`src/rtl/rx_tx_pkg.sv`:
```
// rx_tx_pkg: shared arbiter state type, timeout default and round-robin helper.
package rx_tx_pkg;

    typedef enum logic [1:0] {IDLE, BUSY, FLUSH} arb_state_t;

    localparam int ARB_TIMEOUT_CYCLES = 4096;

    function automatic int rr_next(int idx, int n);
        return (idx + 1) % n;
    endfunction

endpackage

```
`src/rtl/rx_ingress_arbiter_if.sv`:
```
// rx_ingress_arbiter_if: rx port strobes, memory write stream and status counters.
interface rx_ingress_arbiter_if #(
    parameter int NUM_PORTS  = 4,
    parameter int DATA_WIDTH = 8
);
    logic [NUM_PORTS-1:0]                 port_req_i;
    logic [NUM_PORTS-1:0][DATA_WIDTH-1:0] port_data_i;
    logic [NUM_PORTS-1:0]                 port_valid_i;
    logic [NUM_PORTS-1:0]                 port_sof_i;
    logic [NUM_PORTS-1:0]                 port_eof_i;
    logic [NUM_PORTS-1:0]                 port_error_i;
    logic [NUM_PORTS-1:0]                 port_grant_o;
    logic                                 mem_ready_i;
    logic [DATA_WIDTH-1:0]                mem_data_o;
    logic                                 mem_valid_o;
    logic                                 mem_sof_o;
    logic                                 mem_eof_o;
    logic                                 mem_error_o;
    logic [$clog2(NUM_PORTS)-1:0]         mem_port_o;
    logic [31:0]                          frame_count_o;
    logic [15:0]                          timeout_count_o;

    modport slave (
        input  port_req_i, port_data_i, port_valid_i, port_sof_i, port_eof_i, port_error_i, mem_ready_i,
        output port_grant_o, mem_data_o, mem_valid_o, mem_sof_o, mem_eof_o, mem_error_o, mem_port_o,
               frame_count_o, timeout_count_o
    );

    modport master (
        output port_req_i, port_data_i, port_valid_i, port_sof_i, port_eof_i, port_error_i, mem_ready_i,
        input  port_grant_o, mem_data_o, mem_valid_o, mem_sof_o, mem_eof_o, mem_error_o, mem_port_o,
               frame_count_o, timeout_count_o
    );

endinterface

```
`src/rtl/rr_priority_picker.sv`:
```
// rr_priority_picker: first requester at or after the pointer, wrapping around.
module rr_priority_picker #(
    parameter int NUM_PORTS = 4
) (
    input  logic [NUM_PORTS-1:0]         req_i,
    input  logic [$clog2(NUM_PORTS)-1:0] ptr_i,
    output logic [NUM_PORTS-1:0]         onehot_o,
    output logic [$clog2(NUM_PORTS)-1:0] idx_o,
    output logic                         any_o
);
    localparam int IW = $clog2(NUM_PORTS);

    logic [IW-1:0] j;

    // Scan farthest-first so the nearest requester to the pointer wins.
    always_comb begin
        idx_o = '0;
        j     = '0;
        for (int i = NUM_PORTS - 1; i >= 0; i--) begin
            j = IW'((int'(ptr_i) + i) % NUM_PORTS);
            if (req_i[j]) idx_o = j;
        end
    end

    assign any_o    = |req_i;
    assign onehot_o = any_o ? (NUM_PORTS'(1) << idx_o) : '0;

endmodule

```
`src/rtl/rx_ingress_arbiter.sv`:
```
// rx_ingress_arbiter: round-robin frame arbiter from rx MAC ports onto one memory write port,
// with a per-frame ready-cycle timeout that truncates the frame and flushes the rest.
module rx_ingress_arbiter
    import rx_tx_pkg::*;
#(
    parameter int NUM_PORTS      = 4,
    parameter int DATA_WIDTH     = 8,
    parameter int TIMEOUT_CYCLES = ARB_TIMEOUT_CYCLES
) (
    input logic switch_clk,
    input logic switch_rst,
    rx_ingress_arbiter_if.slave bus
);
    localparam int IW = $clog2(NUM_PORTS);
    localparam int TW = $clog2(TIMEOUT_CYCLES);

    arb_state_t            state_q, state_d;
    logic [IW-1:0]         rr_ptr_q, rr_ptr_d, owner_q, owner_d;
    logic [NUM_PORTS-1:0]  owner_oh_q, owner_oh_d;
    logic [TW-1:0]         tcnt_q, tcnt_d;
    logic [DATA_WIDTH-1:0] data_q, data_d;
    logic                  valid_q, valid_d, sof_q, sof_d, eof_q, eof_d, err_q, err_d;
    logic [31:0]           fcnt_q, fcnt_d;
    logic [15:0]           tocnt_q, tocnt_d;

    logic [NUM_PORTS-1:0] pick_oh;
    logic [IW-1:0]        pick_idx;
    logic                 pick_any;
    logic                 own_valid, own_sof, own_eof, own_err, take, eof_take, tout;

    rr_priority_picker #(.NUM_PORTS(NUM_PORTS)) u_picker (
        .req_i    (bus.port_req_i),
        .ptr_i    (rr_ptr_q),
        .onehot_o (pick_oh),
        .idx_o    (pick_idx),
        .any_o    (pick_any)
    );

    assign own_valid = bus.port_valid_i[owner_q];
    assign own_sof   = bus.port_sof_i[owner_q];
    assign own_eof   = bus.port_eof_i[owner_q];
    assign own_err   = bus.port_error_i[owner_q];
    // A byte is consumed whenever the owner is valid while its grant is high.
    assign take      = own_valid & ((state_q == FLUSH) | bus.mem_ready_i);
    assign eof_take  = take & own_eof;
    assign tout      = (state_q == BUSY) & bus.mem_ready_i & (tcnt_q == TW'(TIMEOUT_CYCLES - 1)) & ~eof_take;

    always_comb begin
        state_d    = state_q;
        rr_ptr_d   = rr_ptr_q;
        owner_d    = owner_q;
        owner_oh_d = owner_oh_q;
        tcnt_d     = tcnt_q;
        data_d     = (state_q == BUSY) ? bus.port_data_i[owner_q] : '0;
        valid_d    = 1'b0;
        sof_d      = 1'b0;
        eof_d      = 1'b0;
        err_d      = 1'b0;
        fcnt_d     = fcnt_q;
        tocnt_d    = tocnt_q;
        case (state_q)
            IDLE: if (pick_any) begin
                owner_d    = pick_idx;
                owner_oh_d = pick_oh;
                tcnt_d     = '0;
                state_d    = BUSY;
            end
            BUSY: begin
                valid_d = take & ~tout;
                sof_d   = take & own_sof & ~tout;
                eof_d   = eof_take | tout;
                err_d   = (take & own_err) | tout;
                tcnt_d  = tcnt_q + TW'(bus.mem_ready_i);
                if (eof_take) begin
                    fcnt_d   = fcnt_q + 32'd1;
                    rr_ptr_d = IW'(rr_next(int'(owner_q), NUM_PORTS));
                    state_d  = IDLE;
                end else if (tout) begin
                    tocnt_d = tocnt_q + 16'd1;
                    state_d = FLUSH;
                end
            end
            FLUSH: if (eof_take) begin
                rr_ptr_d = IW'(rr_next(int'(owner_q), NUM_PORTS));
                state_d  = IDLE;
            end
            default: state_d = IDLE;
        endcase
    end

    always_ff @(posedge switch_clk or posedge switch_rst) begin
        if (switch_rst) begin
            state_q    <= IDLE;
            rr_ptr_q   <= '0;
            owner_q    <= '0;
            owner_oh_q <= '0;
            tcnt_q     <= '0;
            data_q     <= '0;
            valid_q    <= 1'b0;
            sof_q      <= 1'b0;
            eof_q      <= 1'b0;
            err_q      <= 1'b0;
            fcnt_q     <= '0;
            tocnt_q    <= '0;
        end else begin
            state_q    <= state_d;
            rr_ptr_q   <= rr_ptr_d;
            owner_q    <= owner_d;
            owner_oh_q <= owner_oh_d;
            tcnt_q     <= tcnt_d;
            data_q     <= data_d;
            valid_q    <= valid_d;
            sof_q      <= sof_d;
            eof_q      <= eof_d;
            err_q      <= err_d;
            fcnt_q     <= fcnt_d;
            tocnt_q    <= tocnt_d;
        end
    end

    assign bus.port_grant_o    = (state_q == BUSY)  ? (owner_oh_q & {NUM_PORTS{bus.mem_ready_i}}) :
                                 (state_q == FLUSH) ? owner_oh_q : '0;
    assign bus.mem_data_o      = data_q;
    assign bus.mem_valid_o     = valid_q;
    assign bus.mem_sof_o       = sof_q;
    assign bus.mem_eof_o       = eof_q;
    assign bus.mem_error_o     = err_q;
    assign bus.mem_port_o      = owner_q;
    assign bus.frame_count_o   = fcnt_q;
    assign bus.timeout_count_o = tocnt_q;

endmodule

```
`src/flat_wrapper.sv`:
```
// flat-port wrapper written by rule: the top's interface ports become plain ports
module rx_ingress_arbiter_flat import rx_tx_pkg::*;
#(
    parameter int NUM_PORTS      = 4,
    parameter int DATA_WIDTH     = 8,
    parameter int TIMEOUT_CYCLES = ARB_TIMEOUT_CYCLES
)
  (switch_clk, switch_rst, bus_port_req_i, bus_port_data_i, bus_port_valid_i, bus_port_sof_i, bus_port_eof_i, bus_port_error_i, bus_mem_ready_i, bus_port_grant_o, bus_mem_data_o, bus_mem_valid_o, bus_mem_sof_o, bus_mem_eof_o, bus_mem_error_o, bus_mem_port_o, bus_frame_count_o, bus_timeout_count_o);
  rx_ingress_arbiter_if #(.NUM_PORTS(NUM_PORTS), .DATA_WIDTH(DATA_WIDTH)) bus_i ();
  input logic switch_clk;
  input logic switch_rst;
  input wire logic [$bits(bus_i.port_req_i)-1:0] bus_port_req_i;
  input wire logic [$bits(bus_i.port_data_i)-1:0] bus_port_data_i;
  input wire logic [$bits(bus_i.port_valid_i)-1:0] bus_port_valid_i;
  input wire logic [$bits(bus_i.port_sof_i)-1:0] bus_port_sof_i;
  input wire logic [$bits(bus_i.port_eof_i)-1:0] bus_port_eof_i;
  input wire logic [$bits(bus_i.port_error_i)-1:0] bus_port_error_i;
  input wire logic [$bits(bus_i.mem_ready_i)-1:0] bus_mem_ready_i;
  output wire logic [$bits(bus_i.port_grant_o)-1:0] bus_port_grant_o;
  output wire logic [$bits(bus_i.mem_data_o)-1:0] bus_mem_data_o;
  output wire logic [$bits(bus_i.mem_valid_o)-1:0] bus_mem_valid_o;
  output wire logic [$bits(bus_i.mem_sof_o)-1:0] bus_mem_sof_o;
  output wire logic [$bits(bus_i.mem_eof_o)-1:0] bus_mem_eof_o;
  output wire logic [$bits(bus_i.mem_error_o)-1:0] bus_mem_error_o;
  output wire logic [$bits(bus_i.mem_port_o)-1:0] bus_mem_port_o;
  output wire logic [$bits(bus_i.frame_count_o)-1:0] bus_frame_count_o;
  output wire logic [$bits(bus_i.timeout_count_o)-1:0] bus_timeout_count_o;
  assign bus_i.port_req_i = bus_port_req_i;
  assign bus_i.port_data_i = bus_port_data_i;
  assign bus_i.port_valid_i = bus_port_valid_i;
  assign bus_i.port_sof_i = bus_port_sof_i;
  assign bus_i.port_eof_i = bus_port_eof_i;
  assign bus_i.port_error_i = bus_port_error_i;
  assign bus_i.mem_ready_i = bus_mem_ready_i;
  assign bus_port_grant_o = bus_i.port_grant_o;
  assign bus_mem_data_o = bus_i.mem_data_o;
  assign bus_mem_valid_o = bus_i.mem_valid_o;
  assign bus_mem_sof_o = bus_i.mem_sof_o;
  assign bus_mem_eof_o = bus_i.mem_eof_o;
  assign bus_mem_error_o = bus_i.mem_error_o;
  assign bus_mem_port_o = bus_i.mem_port_o;
  assign bus_frame_count_o = bus_i.frame_count_o;
  assign bus_timeout_count_o = bus_i.timeout_count_o;
  rx_ingress_arbiter #(.NUM_PORTS(NUM_PORTS), .DATA_WIDTH(DATA_WIDTH), .TIMEOUT_CYCLES(TIMEOUT_CYCLES)) u_core (.switch_clk(switch_clk), .switch_rst(switch_rst), .bus(bus_i));
endmodule
```
`config.mk`:
```
export PLATFORM = sky130hd
export DESIGN_NAME = rx_ingress_arbiter_flat
export DESIGN_NICKNAME = d
export VERILOG_FILES = /design/src/rtl/rx_tx_pkg.sv /design/src/rtl/rx_ingress_arbiter_if.sv /design/src/rtl/rr_priority_picker.sv /design/src/rtl/rx_ingress_arbiter.sv /design/src/flat_wrapper.sv
export SDC_FILE = /design/constraint.sdc
export NUM_CORES = 1
export LEC_CHECK = 0
export BUFFER_PORTS_ARGS = -buffer_cell sky130_fd_sc_hd__clkbuf_2
export CAP_MARGIN = 10
export CORE_MARGIN = 4
export CORE_UTILIZATION = 55
export DETAILED_ROUTE_END_ITERATION = 10
export PLACE_DENSITY = 0.88
export SETUP_SLACK_MARGIN = 0.5
export SYNTH_ARGS = -nofsm -noshare
export SYNTH_HDL_FRONTEND = slang
export SYNTH_HIERARCHICAL = 1
export SYNTH_SLANG_ARGS = --single-unit
```
`constraint.sdc`:
```
create_clock -name switch_clk -period 5.7 [get_ports switch_clk]
set_input_delay 0 -clock switch_clk [delete_from_list [all_inputs] [get_ports switch_clk]]
set_output_delay 0 -clock switch_clk [all_outputs]
set_load 0.01 [all_outputs]
```
After elaboration in Yosys (flattened, before gate mapping)
Index checks and enable logic that the tools add are counted.
{ "totals": {"regBits": 82, "latchBits": 0, "ram_bits": 0, "rom_bits": 0, "output_inout_bits": 66, "mem_count": 0} }
{ "classes": {"n_addsub": 7, "multipliers": 0, "n_div": 0, "order_cmp": 5, "eq_ne": 6, "n_shift": 1, "muxes": 36, "bitwise": 15, "n_reduce_logical": 10} }
{ "op_table": {"columns": ["op", "n"], "rows": [
  ["32-bit by 1-bit adder with 32-bit output (second input constant)", 1],
  ["12-bit case mux with 2 select lines", 1],
  ["16-bit by 1-bit adder with 16-bit output (second input constant)", 1],
  ["1-bit binary-select mux with 2-bit select", 8],
  ["8-bit binary-select mux with 2-bit select", 1],
  ["2-bit 2-to-1 mux", 8],
  ["8-bit 2-to-1 mux", 2],
  ["2-bit by 3-bit < comparator with 1-bit output (second input constant)", 5],
  ["12-bit by 1-bit adder with 12-bit output", 1],
  ["12-bit equality test (second input constant)", 1],
  ["1-bit 2-to-1 mux", 12],
  ["12-bit 2-to-1 mux", 1],
  ["1-bit AND", 9],
  ["4-bit 2-to-1 mux", 2],
  ["2-bit AND reduction", 4],
  ["2-bit case mux with 3 select lines", 1],
  ["3-bit AND reduction", 2],
  ["2-bit by 1-bit adder with 2-bit output (second input constant)", 2],
  ["2-bit adder (second input constant)", 2],
  ["4-bit AND", 1],
  ["2-bit by 1-bit inequality test with 1-bit output (second input constant)", 2],
  ["4-bit OR reduction", 1],
  ["1-bit by 2-bit left shift with 4-bit output (first input constant)", 1],
  ["3-bit by 1-bit inequality test with 1-bit output (second input constant)", 1],
  ["other kinds (7)", 10]
]} }

Longest topological paths before layout
{ "depth": {"ltp_word": 9, "mapped_depth": 9} }

Modules after synthesis
The synthesis kept the hierarchy.
{ "modules_own_cells": {"columns": ["module", "instances", "cells_each", "area_each_um2", "seq_area_each_um2"], "rows": [
  ["rx_ingress_arbiter", 1, 356, 4103.9, 2052.0],
  ["rr_priority_picker", 1, 29, 210.2, 0.0]
]} }

Worst setup path after synthesis
Ideal clock, no wire load.
{ "synth_timing": {"path_kind": "flip-flop to flip-flop", "startpoint": "register u_core.owner_q[0], in the netlist u_core/bus.mem_port_o[0]", "endpoint": "register u_core.fcnt_q[26], in the netlist u_core/bus.frame_count_o[26]", "setup_time_ns": 0.125, "t_arrival_ns": 1.868, "t_required_ns": 5.575, "setup_slack_ns": 3.707, "path_stages_with_launch": 8, "path_buffers": 3, "cell_sequence": "dfrtp_1 -> clkbuf_1 -> mux4_2 -> and4bb_1 -> buf_6 -> buf_6 -> nand4_2 -> xnor2_1"} }
{ "synth_between": {"elab_chain_len": 5, "elab_cells_between_ends": 7} }
{ "synth_lines": {"columns": ["element", "line_no", "rtl"], "rows": [
  ["from (decl)", "rx_ingress_arbiter.sv:18", "logic [IW-1:0] rr_ptr_q, rr_ptr_d, owner_q, owner_d;"],
  ["from (signal assigned)", "rx_ingress_arbiter.sv:108", "owner_q <= owner_d;"],
  ["1-bit binary-select mux with 2-bit select", "rx_ingress_arbiter.sv:39", "assign own_valid = bus.port_valid_i[owner_q];"],
  ["1-bit 2-to-1 mux (implied by the code)", "rx_ingress_arbiter.sv:39", null],
  ["1-bit AND", "rx_ingress_arbiter.sv:44", "assign take = own_valid & ((state_q == FLUSH) | bus.mem_ready_i);"],
  ["1-bit AND *", "rx_ingress_arbiter.sv:45", "assign eof_take = take & own_eof;"],
  ["2-bit AND reduction (no source line) *", null, null],
  ["to (signal assigned)", "rx_ingress_arbiter.sv:116", "fcnt_q <= fcnt_d;"],
  ["to (decl)", "rx_ingress_arbiter.sv:23", "logic [31:0] fcnt_q, fcnt_d;"]
]} }
Mark *: on every way between the ends. The rest lies on a longest branch, timed or not. The select of a mux whose other input is x is not followed.
A chain may end at the register's enable or synchronous reset.

Worst setup path after layout
{ "layout_timing": {"startpoint": "register u_core.owner_q[1], in the netlist u_core/bus.mem_port_o[1]", "endpoint": "register u_core.fcnt_q[20], in the netlist u_core/bus.frame_count_o[20]"} }
The elaborated chain is that of the path after synthesis.

==> summary.txt <==
Critical path
  – Buf+Inv Stages, Crit Path: 0
  – Register-to-register setup slack: 2910 ps
  – Max incr delay on CP: 840 ps
  – Worst Path Arrival: roughly 3000 ps
  – R2R cell count: 4
  – Crit path depth: 4
  – Critical Path Source Type: register
  – R2r endpoint: u_core/bus.frame_count_o[20]
  – Worst Setup SP: u_core/bus.mem_port_o[1]
  – Worst R2R Start: u_core/bus.mem_port_o[1]
  – Crit path to: u_core/bus.frame_count_o[20]
  – Worst Path Required: 5940 ps
  – Worst path slowest cell: and4bb_1
  – Worst-path cell chain: mux4_2 -> and4bb_1 -> nand4_1 -> xnor2_1
  – Crit end category: register
  – Crit Path Class: register to register
  – Crit path max-delay family: simple AND/OR/NAND/NOR gates
  – CP max FO: 20

STA
  – Slew margin rel.: 0.332
  – Worst slew pin tran: 1000 ps
  – Setup TNS: 0 ps
  – Fin. max-slew vios: 0
  – Finish-stage setup viols: 0
  – RSZ-0062 raised after global routing: false
  – Max Fclk: 0.359 GHz
  – Worst hold slack: approximately 76 ps
  – Fin crit share: 0.489
  – Final Hold Fails: 0
  – Clock skew: 10.4 ps
  – Post-layout min period: approximately 2800 ps

Die
  – Initial Util: 0.561
  – Core Rows: 32
  – IO Count: 121
  – Width of the chip: 96.6 um
  – Die area: 0.00932 sq mm
  – DIE HEIGHT: approximately 97 um
  – Core box area: 0.00769 sq mm

Logic synthesis
  – FFs w/ async S/R, synth: 1.00
  – Register area share after synthesis: 0.476
  – Avg Inst Size Synth: 11.2 sq um
  – Post-synth cell types: 54
  – Syn Inst Count: 385
  – Yosys warning count: 6
  – Main synth FF type: dfrtp_1
  – Post-synth EDFFs: 0
  – Mapped cell area: 0.00431 sq mm
  – Syn Nets: ~450
  – Synthesized flop and latch total: 82

Placement
  – GPL Wtd Cong: ~0.87
  – Final HPWL DP: 7420 um
  – Post-DP Area: 0.00496 sq mm
  – Port Buffers: 120

Global route
  – Pin count of the biggest net entering global routing: between 80 and 90
  – Congestion Overflow GR: 0
  – First-pass GRT wire length: 15,900 um
  – Number of global-route vias before repair: 3,528
  – Initial antenna violation count: 0
  – Gr usage total: 0.220

Run
  – Total of max-cap violations: 0

Power
  – Power Density: around 340 mW/mm^2
  – Switching power share of the total: 0.312
  – Peak VDD IR: between 0.4 and 0.5 mV
  – Leakage Power: 0.00262 uW
  – Clock power frac: 0.282
  – Part of the power in registers: 0.438
  – Combinational power share: 0.280
  – Sw Pwr: 552 uW
  – Internal power: 1220 uW
  – Final total power: ~1800 uW

Drt
  – DRC: 0
  – Initial DRC Count: 181
  – Met3 wire length: 886 um
  – DR top layer: met4
  – Drt total wl: 9810 um
  – Routed vias: ~3,400
  – WL met2: 4820 um
  – Post-DRT Antenna Nets: 0
  – Wl on met1: 3950 um
  – Pre-antenna DRT Iters: 4
  – WL per Instance: 16.0 um
  – Vias per cell: 5.62

Layout
  – Commonest non-fill, non-tap cell in the layout: clkbuf_2
  – Share of layout cells above drive strength 1: 0.341
  – Final Util: 0.678
  – Diodes inserted: 0
  – NumNets Final: 568
  – Synthesis-to-finish area growth: 20.8%
  – Post-layout instance area: 0.00521 sq mm
  – Commonest cells after routing, fill and taps aside: 120 x clkbuf_2, 82 x dfrtp_1, 34 x xnor2_1, 33 x nand2_1, 27 x nor2_1

Clock tree
  – Clock tree sinks: 82
  – CTS buffer count: 9
  – Clock root buffer: clkbuf_8
  – Clk slew on worst S/H paths: ~80 ps
  – CTS H-tree depth: 3
  – Resized cells post-CTS: 0
  – CTS tree: built
  – # Post-CTS Setup Buffers: 0
  – Clk buf depth: 2
  – Clk Latency, worst-skew pair: 350 ps

Status
  – Status: finished, final reports clean

Min path
  – Min-delay src: bus_port_data_i[29]
  – Hold Path Class: input pin to register
-- per-stage QoR --
step	std cells	setup slack (ps)
4_1_cts	613	2910
6_report	613	2910
2_1_floorplan	385	3590
3_5_place_dp	596	2950
3_3_place_gp	596	3090
5_1_grt	613	2760
-- per-layer routing --
layer,track usage,vias up
met4,0.0818,0
met2,0.371,148
li1,-,1607
met5,0,-
met3,0.0643,16
met1,0.268,1675
-- worst register-to-register path, delay by kind of cell, from the launching register on --
| kind | cells | cell delay (ps) |
|---|---|---|
| AND/OR/NAND/NOR | 2 | 1100 |
| flip-flops | 1 | 700 |
| multiplexers | 1 | 690 |
| XOR/XNOR | 1 | 180 |
-- area by class of cell --
cell class,count,area (sq um)
clock buffer,10,128
multi-input combinational,279,2130
clock inverter,6,114
sequential,82,2050
timing repair buffer,122,618
fill,584,2470
inverter,12,46.3
tap,102,128
-- state kept, by name (all words and copies together) (netlist names), 2 cells and up --
name and flops:
u_core/bus.frame_count_o 32, u_core/bus.timeout_count_o 16, u_core/tcnt_q 12, u_core/bus.mem_data_o 8
u_core/owner_oh_q 4, u_core/bus.mem_port_o 2, u_core/rr_ptr_q 2, u_core/state_q 2
-- kinds of logic (layout without fill, tap and decap cells) --
group,Yosys count,after routing,share of synthesized area
AO/OA/AOI/OAI,30,30,0.0510
XOR/XNOR,53,53,0.108
adder cells (fa/ha/maj),7,7,0.0203
buffers and inverters,24,150,0.0313
flip-flops,82,82,0.476
multiplexers,23,23,0.0914
AND/OR/NAND/NOR,166,166,0.223
-- how the worst min path moves through the flow --
stage	depth (start not counted)	to	slack, ps
finish	3	u_core/bus.mem_data_o[5]	80
global route	3	u_core/bus.mem_data_o[0]	60
CTS	3	u_core/bus.mem_data_o[0]	50
detailed placement	3	u_core/bus.frame_count_o[7]	360
global placement	3	u_core/bus.frame_count_o[9]	340
floorplan	2	u_core/owner_oh_q[0]	250
-- timing repair --
| action | 4_1_cts | 5_1_grt |
|---|---|---|
| endpoints found under the hold margin | 82 | 0 |
| hold buffers | 1 | 0 |
| setup endpoints to repair | 0 | 0 |
-- power by group through the flow --
stage | clock, uW | sequential (uW) | combinational [uW]
after floorplan | 0 | 753 | 389
after global placement | 0 | 781 | 480
after detailed placement | 0 | 787 | 501
after CTS | 515 | 777 | 502
after global routing | 538 | 793 | 551
final | 500 | 776 | 497
-- cell usage after synthesis (all sizes together) (2+ instances only) --
cell type,number,area [sq um]
a21o,2,15.0
a21oi,7,35.0
a32o,2,20.0
and2,12,75.1
and3,12,75.1
and4,4,35.0
buf,8,75.1
clkbuf,4,15.0
dfrtp,82,2050
ha,7,87.6
inv,12,45.0
mux2,8,90.1
mux2i,3,30.0
mux4,12,274
nand2,33,124
nand2b,2,12.5
nand3,25,145
nand4,20,138
nor2,28,108
nor2b,8,52.6
nor3,9,50.1
nor3b,2,20.0
nor4,5,82.6
o21a,2,15.0
o21ai,7,35.0
or2,2,12.5
or3,3,18.8
xnor2,34,298
xor2,19,166
No activity file was read; power rests on OpenSTA's default activity.
